File: src/rtl/btn_matrix_scan.sv
// Active-low button matrix scanner: column rotation, per-key debouncing and a
// press/release event FIFO with a valid/ready head and sticky overflow flag.
module btn_matrix_scan #(
    parameter  int unsigned CLK_FREQ   = 100,
    parameter  int unsigned SCAN_US    = 10,
    parameter  int unsigned COLS       = 5,
    parameter  int unsigned ROWS       = 4,
    parameter  int unsigned DEBOUNCE   = 3,
    parameter  int unsigned FIFO_DEPTH = 8,
    localparam int unsigned KEYS       = COLS * ROWS,
    localparam int unsigned KEY_W      = (KEYS > 1) ? $clog2(KEYS) : 1
) (
    input  logic              clk,
    input  logic              rst_n,
    output logic [COLS-1:0]   btn_x,
    input  logic [ROWS-1:0]   btn_y,
    output logic [KEYS-1:0]   state,
    output logic              evt_valid,
    input  logic              evt_ready,
    output logic [KEY_W-1:0]  evt_code,
    output logic              evt_press,
    output logic              overflow,
    input  logic              clr_overflow
);

    localparam int unsigned SCAN_TICKS = CLK_FREQ * SCAN_US;
    localparam int unsigned TICK_W     = (SCAN_TICKS > 1) ? $clog2(SCAN_TICKS) : 1;
    localparam int unsigned COL_W      = (COLS > 1) ? $clog2(COLS) : 1;
    localparam int unsigned ROW_W      = (ROWS > 1) ? $clog2(ROWS) : 1;
    localparam int unsigned CNT_W      = $clog2(DEBOUNCE + 1);
    localparam int unsigned PTR_W      = $clog2(FIFO_DEPTH);
    localparam int unsigned FCNT_W     = PTR_W + 1;

    typedef enum logic {
        SCAN   = 1'b0,
        UPDATE = 1'b1
    } fsm_t;

    typedef struct packed {
        logic [KEY_W-1:0] code;
        logic             press;
    } evt_t;

    fsm_t              fsm_q;
    fsm_t              fsm_d;
    logic [TICK_W-1:0] tick_q;
    logic [COL_W-1:0]  col_q;
    logic [COL_W-1:0]  col_rec_q;
    logic [ROW_W-1:0]  row_q;
    logic [ROWS-1:0]   sync1_q;
    logic [ROWS-1:0]   sync2_q;
    logic [ROWS-1:0]   sample_q;
    logic [CNT_W-1:0]  cnt_q [KEYS];

    logic              tick_last_c;
    logic              row_last_c;
    logic              upd_c;
    logic [KEY_W-1:0]  key_idx_c;
    logic              cur_c;
    logic              smp_c;
    logic              toggle_c;
    logic              cnt_clr_c;
    logic              cnt_inc_c;
    logic              push_c;
    evt_t              push_evt_c;

    evt_t              mem_q [FIFO_DEPTH];
    evt_t              head_q;
    evt_t              head_d;
    logic [PTR_W-1:0]  wr_ptr_q;
    logic [PTR_W-1:0]  rd_ptr_q;
    logic [FCNT_W-1:0] count_q;
    logic [FCNT_W-1:0] count_d;
    logic              full_c;
    logic              pop_c;
    logic              wr_c;
    logic              drop_c;

    assign tick_last_c = (tick_q == TICK_W'(SCAN_TICKS - 1));
    assign row_last_c  = (row_q == ROW_W'(ROWS - 1));

    // Two-flop synchroniser on the row inputs; idle rows read high.
    always_ff @(posedge clk or negedge rst_n) begin
        if (!rst_n) begin
            sync1_q <= '1;
            sync2_q <= '1;
        end else begin
            sync1_q <= btn_y;
            sync2_q <= sync1_q;
        end
    end

    // Dwell timer, column rotation and end-of-dwell row capture.
    always_ff @(posedge clk or negedge rst_n) begin
        if (!rst_n) begin
            tick_q    <= '0;
            col_q     <= '0;
            col_rec_q <= '0;
            sample_q  <= '0;
            btn_x     <= {{(COLS-1){1'b1}}, 1'b0};
        end else begin
            if (tick_last_c) begin
                tick_q    <= '0;
                sample_q  <= ~sync2_q;
                col_rec_q <= col_q;
                btn_x     <= {btn_x[COLS-2:0], btn_x[COLS-1]};
                col_q     <= (col_q == COL_W'(COLS - 1)) ? '0 : col_q + COL_W'(1);
            end else begin
                tick_q <= tick_q + TICK_W'(1);
            end
        end
    end

    always_ff @(posedge clk or negedge rst_n) begin
        if (!rst_n) begin
            fsm_q <= SCAN;
        end else begin
            fsm_q <= fsm_d;
        end
    end

    always_comb begin
        fsm_d = fsm_q;
        case (fsm_q)
            SCAN:    if (tick_last_c) fsm_d = UPDATE;
            UPDATE:  if (row_last_c)  fsm_d = SCAN;
            default: fsm_d = SCAN;
        endcase
    end

    always_comb begin
        upd_c = 1'b0;
        case (fsm_q)
            UPDATE:  upd_c = 1'b1;
            default: upd_c = 1'b0;
        endcase
    end

    // Row walker: one row of the captured column per UPDATE cycle.
    always_ff @(posedge clk or negedge rst_n) begin
        if (!rst_n) begin
            row_q <= '0;
        end else if (upd_c) begin
            row_q <= row_last_c ? '0 : row_q + ROW_W'(1);
        end
    end

    always_comb begin
        key_idx_c  = KEY_W'(col_rec_q) * KEY_W'(ROWS) + KEY_W'(row_q);
        cur_c      = state[key_idx_c];
        smp_c      = sample_q[row_q];
        toggle_c   = 1'b0;
        cnt_clr_c  = 1'b0;
        cnt_inc_c  = 1'b0;
        push_c     = 1'b0;
        push_evt_c = '{code: key_idx_c, press: ~cur_c};
        if (upd_c) begin
            if (smp_c == cur_c) begin
                cnt_clr_c = 1'b1;
            end else if (cnt_q[key_idx_c] == CNT_W'(DEBOUNCE - 1)) begin
                toggle_c  = 1'b1;
                cnt_clr_c = 1'b1;
                push_c    = 1'b1;
            end else begin
                cnt_inc_c = 1'b1;
            end
        end
    end

    // Debounced level map and per-key agreement counters.
    always_ff @(posedge clk or negedge rst_n) begin
        if (!rst_n) begin
            state <= '0;
            for (int i = 0; i < int'(KEYS); i++) begin
                cnt_q[i] <= '0;
            end
        end else begin
            if (toggle_c) begin
                state[key_idx_c] <= ~cur_c;
            end
            if (cnt_clr_c) begin
                cnt_q[key_idx_c] <= '0;
            end else if (cnt_inc_c) begin
                cnt_q[key_idx_c] <= cnt_q[key_idx_c] + CNT_W'(1);
            end
        end
    end

    assign full_c  = (count_q == FCNT_W'(FIFO_DEPTH));
    assign pop_c   = evt_valid & evt_ready;
    assign wr_c    = push_c & (~full_c | pop_c);
    assign drop_c  = push_c & full_c & ~pop_c;
    assign count_d = count_q + FCNT_W'(wr_c) - FCNT_W'(pop_c);

    // Registered head: a push into an emptying FIFO bypasses straight to the head.
    always_comb begin
        head_d = head_q;
        if (wr_c && ((count_q == '0) || (pop_c && (count_q == FCNT_W'(1))))) begin
            head_d = push_evt_c;
        end else if (pop_c && (count_q > FCNT_W'(1))) begin
            head_d = mem_q[rd_ptr_q + PTR_W'(1)];
        end
    end

    always_ff @(posedge clk) begin
        if (wr_c) begin
            mem_q[wr_ptr_q] <= push_evt_c;
        end
    end

    always_ff @(posedge clk or negedge rst_n) begin
        if (!rst_n) begin
            wr_ptr_q  <= '0;
            rd_ptr_q  <= '0;
            count_q   <= '0;
            head_q    <= '0;
            evt_valid <= 1'b0;
            overflow  <= 1'b0;
        end else begin
            if (wr_c) begin
                wr_ptr_q <= wr_ptr_q + PTR_W'(1);
            end
            if (pop_c) begin
                rd_ptr_q <= rd_ptr_q + PTR_W'(1);
            end
            count_q   <= count_d;
            head_q    <= head_d;
            evt_valid <= (count_d != '0);
            if (drop_c) begin
                overflow <= 1'b1;
            end else if (clr_overflow) begin
                overflow <= 1'b0;
            end
        end
    end

    assign evt_code  = head_q.code;
    assign evt_press = head_q.press;

endmodule

File: config.mk
export PLATFORM = sky130hd
export DESIGN_NAME = btn_matrix_scan
export DESIGN_NICKNAME = d
export VERILOG_FILES = /design/src/rtl/btn_matrix_scan.sv
export SDC_FILE = /design/constraint.sdc
export NUM_CORES = 1
export LEC_CHECK = 0
export BUFFER_PORTS_ARGS = -buffer_cell sky130_fd_sc_hd__buf_4
export CAP_MARGIN = 5
export CORE_AREA = 5 5 120 151
export DETAILED_ROUTE_END_ITERATION = 16
export DIE_AREA = 0 0 125 156
export HOLD_SLACK_MARGIN = 0.1
export PLACE_DENSITY = 0.72
export SLEW_MARGIN = 25
export SYNTH_ARGS = -nofsm -noshare
export SYNTH_HDL_FRONTEND = slang
export SYNTH_SLANG_ARGS = --single-unit
File: constraint.sdc
create_clock -name clk -period 4.1 [get_ports clk]
set_clock_uncertainty 0.05 [all_clocks]
set_input_delay 0 -clock clk [delete_from_list [all_inputs] [get_ports clk]]
set_output_delay 0 -clock clk [all_outputs]
set_load 0.03 [all_outputs]
==> results.cfg, run 1 <==
[critical_path]
crit_slowest_cell = dfrtp_4
arrival_ps = 4100
crit_chain = mux4_2, mux4_2, inv_1, o21ai_0, ha_1, and2_1, a21o_1, o21ai_0, ha_1, fa_1, or4_1
worstSetupStartpointType = flop
reg2reg_depth = 11
r2r_end = evt_valid$_DFF_PN0_
setup.worst_path.end = evt_valid$_DFF_PN0_
r2r-start = row_q[0]$_DFFE_PN0P_
worstPathMaxFanout = 14
slowest_delay_ps = 590
worst-setup-path-type = flop to flop
end_kind = flop
cp-startpoint = row_q[0]$_DFFE_PN0P_
required_ps = 4340
reg2reg_slack_ps = 240

[yosys]
synth_cells = 608
syn_area_per_cell_um2 = 12.0
synth-main-ff-cell = dfrtp_1
syn_area_um2 = 7270
ys_seq_area_frac = 0.593
synthesis.nets = 632
async_flop_share = 0.704
synth_seq_cells = 162
synth.distinct_cells = 48
yosys_warnings = 0
synth_edf_count = 48

[placement]
port_buffers = 40
dp_hpwl_mm = 11.6
placedCellCount = 864
place_ws_ps = 179
gp_congestion = 0.928

[routing]
detail_route.vias_per_cell = 5.62
drt_iter0_drc = 366
wl_mm = 16.9
ant_nets = 0
vias = 5096
wl_per_cell_um = 18.6
drc_errors = 0
firstDrtPassIters = 5

[timing]
max_slew.worst_pin.slew_ps = 1010
worst_slack_ps = 240
fmax_ghz = 0.259
final.setup.tns_ps = 0
slew_violations = 0
fin_crit_ps = 3860
setup_violations = 0
hold_violations = 0
fin_crit_sh = 0.941
rsz0062_at_grt = false
maxSlewHeadroom = 0.322

[die]
dieHeight_um = 156
die-area_um2 = 19500
coreArea_um2 = 16500
num_rows = 53
fp.dieW_um = 125
start_util = 0.440
pin_count = 41

[cts]
cts_root_buf = clkbuf_16
cts_max_level = 4
clock_latency_ps = 420
numCtsBuffers = 17
cts.sinks = 162
cts_tree = yes
clkSlewWorstSetupHoldPaths_ps = 70
clockBufferDepth = 2
post_cts_buffers = 0

[finish]
antenna_cells = 0
stdcell_count = 906
syn_to_final_growth_pct = 18.6
layout_common_cells = dfrtp_1 (101), nand2_1 (93), o21ai_0 (81), buf_4 (69), edfxtp_1 (48)
fin_nets = 697
layout_commonest_cell = dfrtp_1
drive_gt1_frac = 0.220
fill_cells = 1355

[hold_path]
hold_path.class = input pin to flop

[flow_run]
drv_cap = 0

[power_and_ir_drop]
irDropWorstVdd_v = 0.000292
powerDensity_nw_per_um2 = 443
p_leak_nw = 3.60

[global_route]
first_global_vias = 5341
grt_max_degree = 46
grt-ovfl-total = 0
antenna_found_initial = 0
grt_pass1_wl_mm = 27.9
grt_usage = 0.180

[outcome]
status = finished clean
-- worst min-delay path by stage --
| stage | startpoint | endpoint | slack (ps) | cells past startpoint |
|---|---|---|---|---|
| after floorplan | rst_n | btn_x[0]$_DFFE_PN0P_ | -350 | 0 |
| after global placement | rst_n | cnt_q[16]$_DFFE_PN0P_ | -20 | 1 |
| after detailed placement | rst_n | cnt_q[17]$_DFFE_PN0P_ | -6 | 1 |
| after CTS | btn_y[2] | sync1_q[2]$_DFF_PN1_ | 160 | 2 |
| after global routing | btn_y[2] | sync1_q[2]$_DFF_PN1_ | 170 | 2 |
| final | btn_y[2] | sync1_q[2]$_DFF_PN1_ | 180 | 2 |
-- power by group --
group	internal, W	switching [W]
registers	0.00173	0.0000369
logic	0.000242	0.000315
clock network	0.000842	0.000658
total	0.00281	0.00101
-- cell families after synthesis --
kind of cell               after synthesis  share of synthesized area
xor gates and xnor gates                13                     0.0157
buffers and inverters                   46                     0.0253
adders and majority gates               16                     0.0286
AOI/OAI and AO/OA                      142                      0.113
DFF                                    162                      0.593
and+or+nand+nor                        182                      0.116
muxes                                   47                      0.109
-- sequential cells by signal, summed over array words and instances, names as in the netlist, 3 cells and up --
register   cells
btn_x          5
sync2_q        4
evt_code       5
state         20
cnt_q         40
wr_ptr_q       3
mem_q         48
rd_ptr_q       3
col_q          3
sync1_q        4
sample_q       4
count_q        4
tick_q        10
col_rec_q      3
-- through the flow --
stage	hold slack [ps]	cell area, um2	util	power, W
floorplan	-346	7300	-	0.00217
global placement	-17.8	7930	0.480	0.00233
detailed placement	-6.38	7930	0.480	0.00235
CTS	157	8610	0.521	0.00385
global route	169	8620	0.522	0.00399
finish	178	8620	0.522	0.00382
-- synthesized netlist by cell type (all sizes together), types with 2 or more instances --
library cell  count  area, um2
nor3b             3       22.5
edfxtp           48       1440
o22ai             2       12.5
mux2              5       56.3
xor2              6       52.6
nor2             16       60.1
dfstp            12        315
and3              7       43.8
o31ai            21        158
mux4             25        563
o21ai            81        405
xnor2             7       61.3
nor2b             3       18.8
or3               3       18.8
buf               9       45.0
mux2i            17        170
a21oi            27        135
nand2b            3       18.8
clkbuf           24       90.1
nor4              4       25.0
a21o              2       15.0
nand3            32        160
inv              13       48.8
nand3b            2       15.0
and2              4       25.0
ha               15        188
dfrtp           102       2550
nand2            93        349
nor3              6       30.0
-- worst max-delay path, delay by kind of cell (launching register included) --
family	cells	cell delay [ps]
adders and majority gates	3	870
muxes	2	1020
buffers and inverters	1	70
AOI/OAI and AO/OA	3	380
and+or+nand+nor	2	750
DFF	1	590
-- routing by layer --
metal  GRT usage  vias to the layer above  wire length (um)
li1            -                     2340                 -
met1       0.222                     2519              6830
met2       0.308                      208              8600
met3      0.0483                       29              1100
met4      0.0656                        0               345
met5           0                        -                 0
-- area by class of cell --
type,count,area [um2],share of cell area
flip-flops and latches,162,4310,0.500
inverters,13,48.8,0.00566
clock inverters,15,134,0.0155
clock buffers,17,425,0.0493
multi-input cells,400,2790,0.324
repair buffers,79,636,0.0737
well taps,220,275,0.0319
-- repair_timing --
action,in CTS,in global routing
resized for setup,0,1
hold buffers,10,0
endpoints found under the setup margin,0,1
hold endpoints to repair,77,0
(Power assumes the default switching activity.)
==> inputs of run 2 (changes only) <==
--- a/config.mk
+++ b/config.mk
@@ -6,11 +6,12 @@
 export NUM_CORES = 1
 export LEC_CHECK = 0
+export ABC_AREA = 1
 export BUFFER_PORTS_ARGS = -buffer_cell sky130_fd_sc_hd__buf_4
 export CAP_MARGIN = 5
-export CORE_AREA = 5 5 120 151
+export CORE_AREA = 5 5 137 172
 export DETAILED_ROUTE_END_ITERATION = 16
-export DIE_AREA = 0 0 125 156
+export DIE_AREA = 0 0 142 177
 export HOLD_SLACK_MARGIN = 0.1
-export PLACE_DENSITY = 0.72
+export PLACE_DENSITY = 0.61
 export SLEW_MARGIN = 25
 export SYNTH_ARGS = -nofsm -noshare
==> constraint.sdc (replaced) <==
create_clock -name clk -period 4.1 [get_ports clk]
set_clock_uncertainty 0.05 [all_clocks]
set_input_delay 0.205 -clock clk [delete_from_list [all_inputs] [get_ports clk]]
set_output_delay 0.205 -clock clk [all_outputs]
set_load 0.03 [all_outputs]
==> run 2 against run 1 <==
  * Cell count rose by 31%
  * Design area up 1.5%
  * Flip-flop and latch count stayed put
  * Sequential power up 2%
  * Area after synthesis up 3.1%
  * Register-to-register slack improved by 270 ps
  * First-iteration DRC count up 15%
  * Critical path depth grew 5
  * Critical path type unchanged
  * Largest cell class unchanged
  * Highest routed layer unchanged
==> results.cfg, run 2 <==
[cts]
clockBufferDepth = 2
cts_max_level = 4
cts.repair.resized = 0
clock_latency_ps = 430
cts.sinks = 162
cts_root_buf = clkbuf_16
numCtsBuffers = 17
clkSlewWorstSetupHoldPaths_ps = 70
post_cts_buffers = 0
cts_tree = yes

[power_and_ir_drop]
clockPowerShare = 0.384
irDropWorstVdd_v = 0.000277
internal_power_w = 0.00296
pwr-share-comb = 0.194
swShare = 0.307
powerDensity_nw_per_um2 = 489
power_frac_seq = 0.422
p_leak_nw = 3.88
p_sw_w = 0.00131

[finish]
fill_cells = 2192
layout_common_cells = nand2_1 (172), nor2_1 (124), inv_1 (105), dfrtp_1 (102), o21ai_0 (81)
antenna_cells = 0
regArea_um2 = 4310
multi_input_area_um2 = 2600
drive_gt1_frac = 0.122
syn_to_final_growth_pct = 16.8
fin_nets = 913
largest_reg_flops = 48
top_register = mem_q
largestRegisters = mem_q (48), cnt_q (40), state (20)
layout_commonest_cell = nand2_1

[die]
pin_count = 41
start_util = 0.343
die-area_um2 = 25100
dieHeight_um = 177
num_rows = 61
coreArea_um2 = 21800
fp.dieW_um = 142

[timing]
fin_crit_ps = 3590
hold_slack_ps = 115
max_slew.worst_pin.slew_ps = 963
fin_crit_sh = 0.876
setup_violations = 0
worst_slack_ps = 510
final.setup.tns_ps = 0
maxSlewHeadroom = 0.358
rsz0062_at_grt = false
hold_violations = 0
slew_violations = 0
fmax_ghz = 0.279

[routing]
wl_per_cell_um = 15.1
drc_errors = 0
detail_route.vias_per_cell = 4.73
drt_iter0_drc = 422
ant_nets = 0
vias = 5607
firstDrtPassIters = 5
wl_mm = 17.9

[yosys]
async_flop_share = 0.704
synth.distinct_cells = 36
synth.top_cells.by_count = nand2_1 (172), nor2_1 (124), inv_1 (105), dfrtp_1 (102), o21ai_0 (81)
synth_seq_cells = 162
synth_area_leader_cell = dfrtp_1
syn_area_per_cell_um2 = 8.89
synth_most_common_cell = nand2_1
synth_top_cells_by_area = dfrtp_1 (34%), edfxtp_1 (19%), nand2_1 (8.6%)
yosys_warnings = 0
syn_area_um2 = 7500
ys_seq_area_frac = 0.575
synth_cells = 843
synth_top_area_frac = 0.340
synth_edf_count = 48
synthesis.nets = 867
synth-main-ff-cell = dfrtp_1

[critical_path]
required_ps = 4350
worstSetupStartpointType = flop
cp-startpoint = row_q[1]$_DFFE_PN0P_
reg2reg_depth = 16
worstPathMaxFanout = 18
r2r-start = row_q[1]$_DFFE_PN0P_
worst-setup-path-type = flop to flop
arrival_ps = 3840
end_kind = flop
reg2reg_slack_ps = 510
r2r_end = evt_valid$_DFF_PN0_
setup.worst_path.end = evt_valid$_DFF_PN0_

[global_route]
grt_pass1_wl_mm = 29.2
grt_max_degree = 105
first_global_vias = 5460
grt_usage = 0.149
grt-ovfl-total = 0
antenna_found_initial = 0

[placement]
dp_hpwl_mm = 12.2
port_buffers = 40
place_ws_ps = 524
gp_congestion = 0.877

[outcome]
status = finished clean

[flow_run]
drv_cap = 0

[hold_path]
hold_path.class = input pin to async pin
-- run 2: changes by cell type after synthesis, sizes merged, moves of 14 or more --
cell,delta
nand3,+14
nand2,+80
o31ai,-21
o21ai,+42
inv,+97
mux4,-25
a21oi,-20
nor2,+111
mux2i,-17
-- run 2: repair_timing --
action                     CTS  global route
hold endpoints to repair   107             0
setup endpoints to repair    0             0
hold buffers                 6             0
-- run 2: metrics by stage --
step / util / total power [W] / area (um2) / cells
3_5_place_dp: 0.370 / 0.00267 / 8080 / 1147
5_1_grt: 0.401 / 0.00451 / 8760 / 1185
2_1_floorplan: - / 0.00240 / 7500 / 843
3_3_place_gp: 0.370 / 0.00266 / 8080 / 1147
4_1_cts: 0.401 / 0.00433 / 8760 / 1185
6_report: 0.401 / 0.00428 / 8760 / 1185
-- run 2: how the worst min path moves through the flow --
stage	start	end	slack (ps)
2_1_floorplan	rst_n	btn_x[0]$_DFFE_PN0P_	-140
3_3_place_gp	rst_n	state[16]$_DFFE_PN0P_	10
3_5_place_dp	rst_n	state[16]$_DFFE_PN0P_	10
4_1_cts	rst_n	state[17]$_DFFE_PN0P_	100
5_1_grt	rst_n	state[17]$_DFFE_PN0P_	120
6_report	rst_n	state[10]$_DFFE_PN0P_	110
-- run 2: per-layer routing --
layer,vias to the layer above,GRT usage,share of wire
met5,-,0,0
met4,0,0.0600,0.025
met2,118,0.236,0.48
met1,2624,0.201,0.46
li1,2832,-,-
met3,33,0.0292,0.034
-- run 2: worst max-delay path, cell delays in order (launching register included) --
cell and delay, ps:
dfrtp_1 510, buf_4 290, o21ai_0 130, o22ai_1 200
nand2_1 70, nand3_1 90, a221o_1 120, ha_1 140
nand2_1 100, inv_1 120, nand3_2 120, nor2_4 250
nand2_1 80, nand2_1 70, ha_1 180, fa_1 430
or4_1 520
-- run 2: logic make-up after synthesis --
kind of cell / share of synthesized area
and+or+nand+nor: 0.196
DFF: 0.575
AOI/OAI and AO/OA: 0.116
buffers and inverters: 0.0788
adders and majority gates: 0.0277
xor gates and xnor gates: 0.00701
-- run 2: layout make-up --
type / instances / share of cell area
Multi-Input combinational cell: 540 / 0.297
Sequential cell: 162 / 0.492
Clock inverter: 15 / 0.0219
Tap cell: 283 / 0.0404
Inverter: 110 / 0.0474
Clock buffer: 17 / 0.0486
Timing Repair Buffer: 58 / 0.0529
-- run 2: power by group through the flow --
stage               clock network, W  logic [W]  registers, W
CTS                          0.00168   0.000840       0.00180
floorplan                          0   0.000542       0.00186
global placement                   0   0.000825       0.00183
finish                       0.00164   0.000831       0.00180
detailed placement                 0   0.000835       0.00184
global route                 0.00175   0.000943       0.00182
